### src/rtl/vedic64_seq_ctrl.sv
// vedic64_seq_ctrl: 2W x 2W multiply sequencer on one shared W x W multiplier.
// Four partial products, one per cycle, summed in carry-save form and resolved
// into out_p when the sequence finishes.
//
// Ports:
//   clk, rst (sync, active high)
//   in_valid/in_ready/in_a/in_b   : operand handshake (2*W bit operands)
//   mul_en/mul_a/mul_b/mul_p      : shared multiplier port
//   out_valid/out_ready/out_p     : product handshake (4*W bit product)
//   busy                          : high outside IDLE
//   done_cnt                      : products accepted, wraps at 2^CNT_W
//
// Build option: define VEDIC_MUL_PIPE_EN when the multiplier has one cycle of
// latency; this adds a DRAIN state so the last partial product can land.

module vedic64_seq_ctrl #(
  parameter int W     = 32,
  parameter int CNT_W = 16
) (
  input  logic             clk,
  input  logic             rst,
  input  logic             in_valid,
  output logic             in_ready,
  input  logic [2*W-1:0]   in_a,
  input  logic [2*W-1:0]   in_b,
  output logic             mul_en,
  output logic [W-1:0]     mul_a,
  output logic [W-1:0]     mul_b,
  input  logic [2*W-1:0]   mul_p,
  output logic             out_valid,
  input  logic             out_ready,
  output logic [4*W-1:0]   out_p,
  output logic             busy,
  output logic [CNT_W-1:0] done_cnt
);

  localparam int PW = 4*W;

`ifdef VEDIC_MUL_PIPE_EN
  typedef enum logic [2:0] {
    IDLE, M0, M1, M2, M3, DRAIN, DONE
  } st_t;
`else
  typedef enum logic [2:0] {
    IDLE, M0, M1, M2, M3, DONE
  } st_t;
`endif

  st_t st, st_n;

  logic [2*W-1:0] a_q, b_q;
  logic [PW-1:0]  s_q, c_q;
  logic [PW-1:0]  s_n, c_n;
  logic [PW-1:0]  x;
  logic [1:0]     iss_sh;
  logic [1:0]     add_sh;
  logic           add_en;
  logic           accept;
  logic           fin;

  assign in_ready  = (st == IDLE);
  assign busy      = (st != IDLE);
  assign out_valid = (st == DONE);
  assign accept    = in_valid && (st == IDLE);
  assign fin       = (st != DONE) && (st_n == DONE);

  // Next state and multiplier issue; iss_sh is the
  // partial-product shift in units of W.
  always_comb begin
    st_n   = st;
    mul_en = 1'b0;
    mul_a  = '0;
    mul_b  = '0;
    iss_sh = 2'd0;
    unique case (st)
      IDLE: begin
        if (in_valid) st_n = M0;
      end
      M0: begin
        mul_en = 1'b1;
        mul_a  = a_q[W-1:0];
        mul_b  = b_q[W-1:0];
        iss_sh = 2'd0;
        st_n   = M1;
      end
      M1: begin
        mul_en = 1'b1;
        mul_a  = a_q[W-1:0];
        mul_b  = b_q[2*W-1:W];
        iss_sh = 2'd1;
        st_n   = M2;
      end
      M2: begin
        mul_en = 1'b1;
        mul_a  = a_q[2*W-1:W];
        mul_b  = b_q[W-1:0];
        iss_sh = 2'd1;
        st_n   = M3;
      end
      M3: begin
        mul_en = 1'b1;
        mul_a  = a_q[2*W-1:W];
        mul_b  = b_q[2*W-1:W];
        iss_sh = 2'd2;
`ifdef VEDIC_MUL_PIPE_EN
        st_n   = DRAIN;
`else
        st_n   = DONE;
`endif
      end
`ifdef VEDIC_MUL_PIPE_EN
      DRAIN: begin
        st_n = DONE;
      end
`endif
      DONE: begin
        if (out_ready) st_n = IDLE;
      end
      default: st_n = IDLE;
    endcase
  end

`ifdef VEDIC_MUL_PIPE_EN
  // Product arrives a cycle after issue, so the
  // shift travels with it through a register.
  logic       pend_q;
  logic [1:0] psh_q;

  assign add_en = pend_q;
  assign add_sh = psh_q;

  always_ff @(posedge clk) begin
    if (rst) begin
      pend_q <= 1'b0;
      psh_q  <= 2'd0;
    end else begin
      pend_q <= mul_en;
      psh_q  <= iss_sh;
    end
  end
`else
  assign add_en = mul_en;
  assign add_sh = iss_sh;
`endif

  always_comb begin
    x = '0;
    if (add_en) begin
      unique case (add_sh)
        2'd0:    x[2*W-1:0]  = mul_p;
        2'd1:    x[3*W-1:W]  = mul_p;
        default: x[PW-1:2*W] = mul_p;
      endcase
    end
  end

  // 3:2 compression; carry out of the top bit is
  // dropped since the exact product fits in PW bits.
  assign s_n = s_q ^ c_q ^ x;
  assign c_n = ((s_q & c_q) | (s_q & x) | (c_q & x)) << 1;

  always_ff @(posedge clk) begin
    if (rst) begin
      st       <= IDLE;
      a_q      <= '0;
      b_q      <= '0;
      s_q      <= '0;
      c_q      <= '0;
      out_p    <= '0;
      done_cnt <= '0;
    end else begin
      st <= st_n;
      if (accept) begin
        a_q <= in_a;
        b_q <= in_b;
        s_q <= '0;
        c_q <= '0;
      end else if (add_en) begin
        s_q <= s_n;
        c_q <= c_n;
      end
      if (fin) out_p <= s_n + c_n;
      if (out_valid && out_ready)
        done_cnt <= done_cnt + CNT_W'(1);
    end
  end

endmodule

### config.mk
export PLATFORM = sky130hd
export DESIGN_NAME = vedic64_seq_ctrl
export DESIGN_NICKNAME = d
export VERILOG_FILES = /design/src/rtl/vedic64_seq_ctrl.sv
export SDC_FILE = /design/constraint.sdc
export NUM_CORES = 2
export LEC_CHECK = 0
export CAP_MARGIN = 20
export CORE_MARGIN = 5
export CORE_UTILIZATION = 60
export DETAILED_ROUTE_END_ITERATION = 7
export PLACE_DENSITY = 0.86
export REMOVE_ABC_BUFFERS = 1
export SETUP_SLACK_MARGIN = 0.05
export SYNTH_ARGS = -nofsm -noshare
export SYNTH_HDL_FRONTEND = slang
export SYNTH_SLANG_ARGS = --single-unit
### constraint.sdc
create_clock -name clk -period 8 [get_ports clk]
set_input_delay 1.6 -clock clk [delete_from_list [all_inputs] [get_ports clk]]
set_output_delay 1.6 -clock clk [all_outputs]
set_load 0.01 [all_outputs]
* After elaboration in Yosys (flattened, before gate mapping) *
Cells that the tools add are included.

operators by class
  add/sub/neg operators = 2
  bitwise operators = 7
  reduce and logical (&&, ||, !) cells = 14
  equality and inequality tests = 8
  multiplexer cells = 12

operator list
  operator               number
  $and 127x127->127      3
  $pmux 32 s2            4
  $xor 128x128->128      2
  $or 127x127->127       2
  $add 128x128->128      1
  $mux 128               1
  $mux 32                2
  $pmux 3 s6             1
  $add 16x1->16 const B  1
  $reduce_or 2->1        7
  $eq 3x3->1 const B     3
  $eq 3x2->1 const B     2
  $mux 3                 2
  $pmux 2 s2             1
  $reduce_or 4->1        1
  $eq 3x1->1 const B     1
  $logic_and 1x1->1      3
  $logic_not 3->1        1
  $ne 3x3->1 const B     1
  $reduce_bool 3->1      1
  $eq 2x1->1 const B     1
  $logic_not 2->1        1
  $mux 1                 1

word-level totals
  register bits after elaboration = 530
  logic and storage cells = 50
  input port bits = 196

* Longest topological paths before layout *
  depth in word-level cells = 11
  mapped depth = 22
  depth with buffers taken out = 18

* Worst setup path before layout *
No wires, ideal clock.

  kind = input to register
  from = input mul_p[20]
  to = register out_p[118]
  arrival time = 4.987 ns
  stages = 15
  setup time = 0.062 ns
  buffers on the path = 1
  slack = 2.951 ns
  cell sequence = and2_1 -> fa_1 -> ha_1 -> buf_4 -> nand4_4 -> or2_4 -> or4_1 -> o32ai_2 -> o211ai_2 -> a211oi_2 -> a41oi_1 -> o21ai_2 -> a21boi_1 -> or4_1 -> nand3_1

on the way
  elaborated cells on any way between the ends = 10
  classes of those cells = add/sub: 1; mux: 4; bitwise: 5

RTL lines
  item                  RTL line  text
  start, declared       29        input logic [2*W-1:0] mul_p,
  $mux 32               149       unique case (add_sh)
  $mux 128              148       if (add_en) begin
  $xor 128x128->128     159       assign s_n = s_q ^ c_q ^ x;
  net s_n[20]           53        logic [PW-1:0] s_n, c_n;
  $add 128x128->128     182       if (fin) out_p <= s_n + c_n;
  end signal, assigned  182
  end, declared         32        output logic [4*W-1:0] out_p,

The timed path passes the listed nets, and every way through them passes these cells.
A chain may end at the register's enable or synchronous reset.

* Worst setup path after layout *
  from = register st[0]
  to = register out_p[117]

on the way
  elaborated cells on any way between the ends = 30
  classes of those cells = add/sub: 1; eq/ne: 8; mux: 10; bitwise: 5; reduce/logical: 6

RTL lines
  item                              RTL line  text
  start, declared                   49        st_t st, st_n;
  start signal, assigned            172       st <= st_n;
  $eq 3x2->1                        75        unique case (st)
  $reduce_or 2->1 (no source line)  -
  $pmux 2 s2                        75
  $logic_not 2->1                   149
  $mux 32                           149
  $mux 128 *                        148
  $xor 128x128->128 *               159
  net s_n[16]                       53
  $add 128x128->128 *               182

Mark *: on every way through the listed nets, which the timed path passes. The rest lies on a longest branch.

==> impl_metrics.json <==
{
  "worstSkewPairLatency_ns": 0.63,
  "drv_cap": 0,
  "gr-usage-all-layers_pct": 36.2,
  "synth_top_area_cell": "dfxtp_1",
  "drt-initial-drc-count": 3099,
  "die-area_mm2": 0.0573,
  "worst_path_most_repeated_cell": "a21oi_1",
  "p_int_mw": 5.90,
  "synthArstFlopShare_pct": 0,
  "path_cells": "buf_4 -> nor2b_2 -> nor2b_4 -> and2_1 -> fa_1 -> ha_1 -> a21oi_1 -> a21boi_1 -> o22ai_1 -> or3_1 -> o211ai_1 -> a21oi_1 -> buf_4 -> a41oi_1 -> o21ai_1 -> a21oi_1 -> xor2_1 -> o21ai_1",
  "synth_area_leaders": "dfxtp_1 34%, nand2_1 12%, a21oi_1 9.5%",
  "routed_wl_um": 109000,
  "vias_per_cell": 6.13,
  "synthTopCellsByCount": "977 x nand2_1, 601 x a21oi_1, 530 x dfxtp_1",
  "drive_above_1_share_pct": 3.55,
  "clock.fmax_ghz": 0.147,
  "finalCritPeriodShare_pct": 85.2,
  "synth_most_common_cell": "nand2_1",
  "slew_violations": 0,
  "synth_top_flop_cell": "dfxtp_1",
  "ys_warn_count": 0,
  "failed_checks": "design-rule violations",
  "cts_max_path_buffers": 3,
  "yosysSeqAreaShare_pct": 33.6,
  "grt_pass1_vias": 29900,
  "fp-row-count": 84,
  "worstMarginPinSlew_ns": 1.10,
  "start_util_pct": 60.3,
  "switching_share_pct": 41.4,
  "worstPathRequired_ns": 8.47,
  "gp_congestion": 1.04,
  "crit_path_max_fanout": 35,
  "p_leak_nw": 14.6,
  "hold_viol_final": 0,
  "antenna_left": 0,
  "synthesis.area_mm2": 0.0316,
  "drcViolationCount": 5,
  "p_switching_mw": 4.18,
  "die_h_um": 239,
  "grt_overflow": 0,
  "area_delta_synth_final_pct": 19.5,
  "fin_crit_ns": 6.81,
  "postCtsSetupRepairBufs": 0,
  "ys_ff_latch": 530,
  "crit_buf_inv": 2,
  "path_clk_slew_ns": 0.06,
  "io_pins": 408,
  "hold_ws_ns": 0.447,
  "critical-path-top-delay-family": "compound AO/OA/AOI/OAI gates",
  "cts-htree-levels": 2,
  "syn_avg_cell_area_um2": 7.56,
  "first_pass_iters": 8,
  "status": "finished, violations left",
  "rsz0062_at_grt": "no",
  "cts.root.buffer_cell": "clkbuf_16",
  "cp.arrival_ns": 7.28,
  "clock_skew_ns": 0.0214,
  "dpl.hpwl_um": 80300,
  "cts_tree": "done",
  "comb_power_share_pct": 40.8,
  "placed_cell_area_mm2": 0.0357,
  "crit_slowest_cell": "nor2b_4",
  "synth_cell_types": 73,
  "cts.sinks": 530,
  "worstSetupPathType": "flop to flop",
  "synth_top_area_share_pct": 33.6,
  "port_buffers": 407,
  "grt_pass1_wl_um": 166000,
  "cts_hold_buf": 0,
  "powerDensity_mw_per_mm2": 267,
  "clkPwrFrac_pct": 28.1,
  "seqPwrFrac_pct": 31.1,
  "synthCells": 4173,
  "final_nets": 4826,
  "hold_path.class": "flop to flop",
  "core_mm2": 0.0523,
  "vias": 31400,
  "worst_setup_path_end_kind": "flop",
  "fin_area_mm2": 0.0377,
  "synth_edf_count": 0,
  "numCtsBuffers": 57,
  "crit_path_start_kind": "flop",
  "maxSlewHeadroom_pct": 26.5,
  "grt_max_degree": 222,
  "max_stage_delay_ns": 0.86,
  "wl_per_cell_um": 21.3,
  "setup_viol": 0,
  "ir_worst_vdd_mv": 0.332,
  "dieWidth_um": 239,
  "grt_antenna_before_repair": 3,
  "post_cts_resize_count": 0
}
[sequential cells by signal, indices dropped and copies added (netlist names)]
signal,count
done_cnt,16
a_q,64
s_q,128
b_q,64
c_q,127
out_p,128
st,3
[per-stage QoR]
| stage | total power, mW | utilization [%] | setup WS [ns] | std cells | TNS (ns) |
|---|---|---|---|---|---|
| finish | 10.1 | 72.0 | 1.19 | 5115 | 0 |
| global route | 10.6 | 72.0 | 1.00 | 5112 | 0 |
| CTS | 9.99 | 72.0 | 1.45 | 5111 | 0 |
| detailed placement | 7.14 | 68.2 | 1.42 | 5004 | 0 |
| global placement | 7.09 | 68.2 | 1.49 | 5004 | 0 |
| floorplan | 5.86 | - | -3.96 | 3885 | -901.77 |
[tightest hold or removal path, stage by stage, from the launching register on]
cell	delay, ns
dfxtp_1	0.30
nand2_1	0.05
a21oi_1	0.05
[path summary, 6_finish.rpt]
path	start	slack, ns	endpoint	cells past startpoint
min	out_p[12]$_SDFFE_PP0P_	0.45	out_p[12]$_SDFFE_PP0P_	2
max reg2reg	st[0]$_SDFF_PP0_	1.19	out_p[117]$_SDFFE_PP0P_	18
min reg2reg	out_p[12]$_SDFFE_PP0P_	0.45	out_p[12]$_SDFFE_PP0P_	2
max	st[0]$_SDFF_PP0_	1.19	out_p[117]$_SDFFE_PP0P_	18
[power groups by stage]
| stage | sequential [mW] | clock [mW] | combinational, mW |
|---|---|---|---|
| after floorplan | 3.16 | 0 | 2.69 |
| final | 3.13 | 2.84 | 4.11 |
| after detailed placement | 3.18 | 0 | 3.96 |
| after global placement | 3.17 | 0 | 3.93 |
| after CTS | 3.13 | 2.85 | 4.02 |
| after global routing | 3.17 | 2.97 | 4.44 |
[layout by cell type, fill, tap and decap left out, types with 11 or more instances in the layout]
| master | count |
|---|---|
| nand2_1 | 972 |
| a21oi_1 | 601 |
| dfxtp_1 | 527 |
| clkdlybuf4s50_1 | 406 |
| nor2_1 | 280 |
| inv_1 | 242 |
| ha_1 | 128 |
| fa_1 | 127 |
| o21ai_0 | 116 |
| a211oi_1 | 105 |
| a22o_1 | 81 |
| nand4_1 | 75 |
| xnor2_1 | 67 |
| xor2_1 | 61 |
| clkbuf_16 | 58 |
| o21ai_1 | 48 |
| a21o_1 | 46 |
| o21bai_1 | 45 |
| and2_1 | 36 |
| nand3_1 | 36 |
| nor3_1 | 27 |
| buf_4 | 22 |
| a22oi_1 | 21 |
| or3_1 | 21 |
| o211ai_1 | 20 |
| a31oi_1 | 20 |
| o21a_1 | 16 |
| and3_1 | 13 |
| clkinv_2 | 12 |
| clkbuf_8 | 12 |
| o31ai_1 | 11 |
[metal layers]
metal  vias up  routed length, µm  global-route usage [%]
met5         -                 63                       0
met4         4               5770                    16.7
met3       379               9940                    6.52
met2      1626              51300                    59.4
met1     14800              41900                    46.7
li1      14600                  -                       -
[layout make-up]
| class | count | area [µm²] |
|---|---|---|
| inverter | 244 | 923 |
| sequential | 530 | 10600 |
| clock inverter | 28 | 362 |
| tap | 688 | 861 |
| antenna | 4 | 10.0 |
| timing repair buffer | 431 | 4280 |
| fill | 4098 | 14600 |
| clock buffer | 79 | 1650 |
| multi-input combinational | 3111 | 19000 |
[cells by family (layout without fill, tap and decap cells)]
kind of cell / Yosys count / in the layout / synth area share (%)
xor gates and xnor gates: 128 / 128 / 3.55
AOI/OAI and AO/OA: 1205 / 1205 / 23.2
other: 0 / 4 / 0
muxes: 1 / 1 / 0.0317
and+or+nand+nor: 1522 / 1522 / 20.1
buffers and inverters: 532 / 782 / 6.39
DFF: 530 / 530 / 33.6
adders and majority gates: 255 / 255 / 13.1
(Power assumes the default switching activity.)
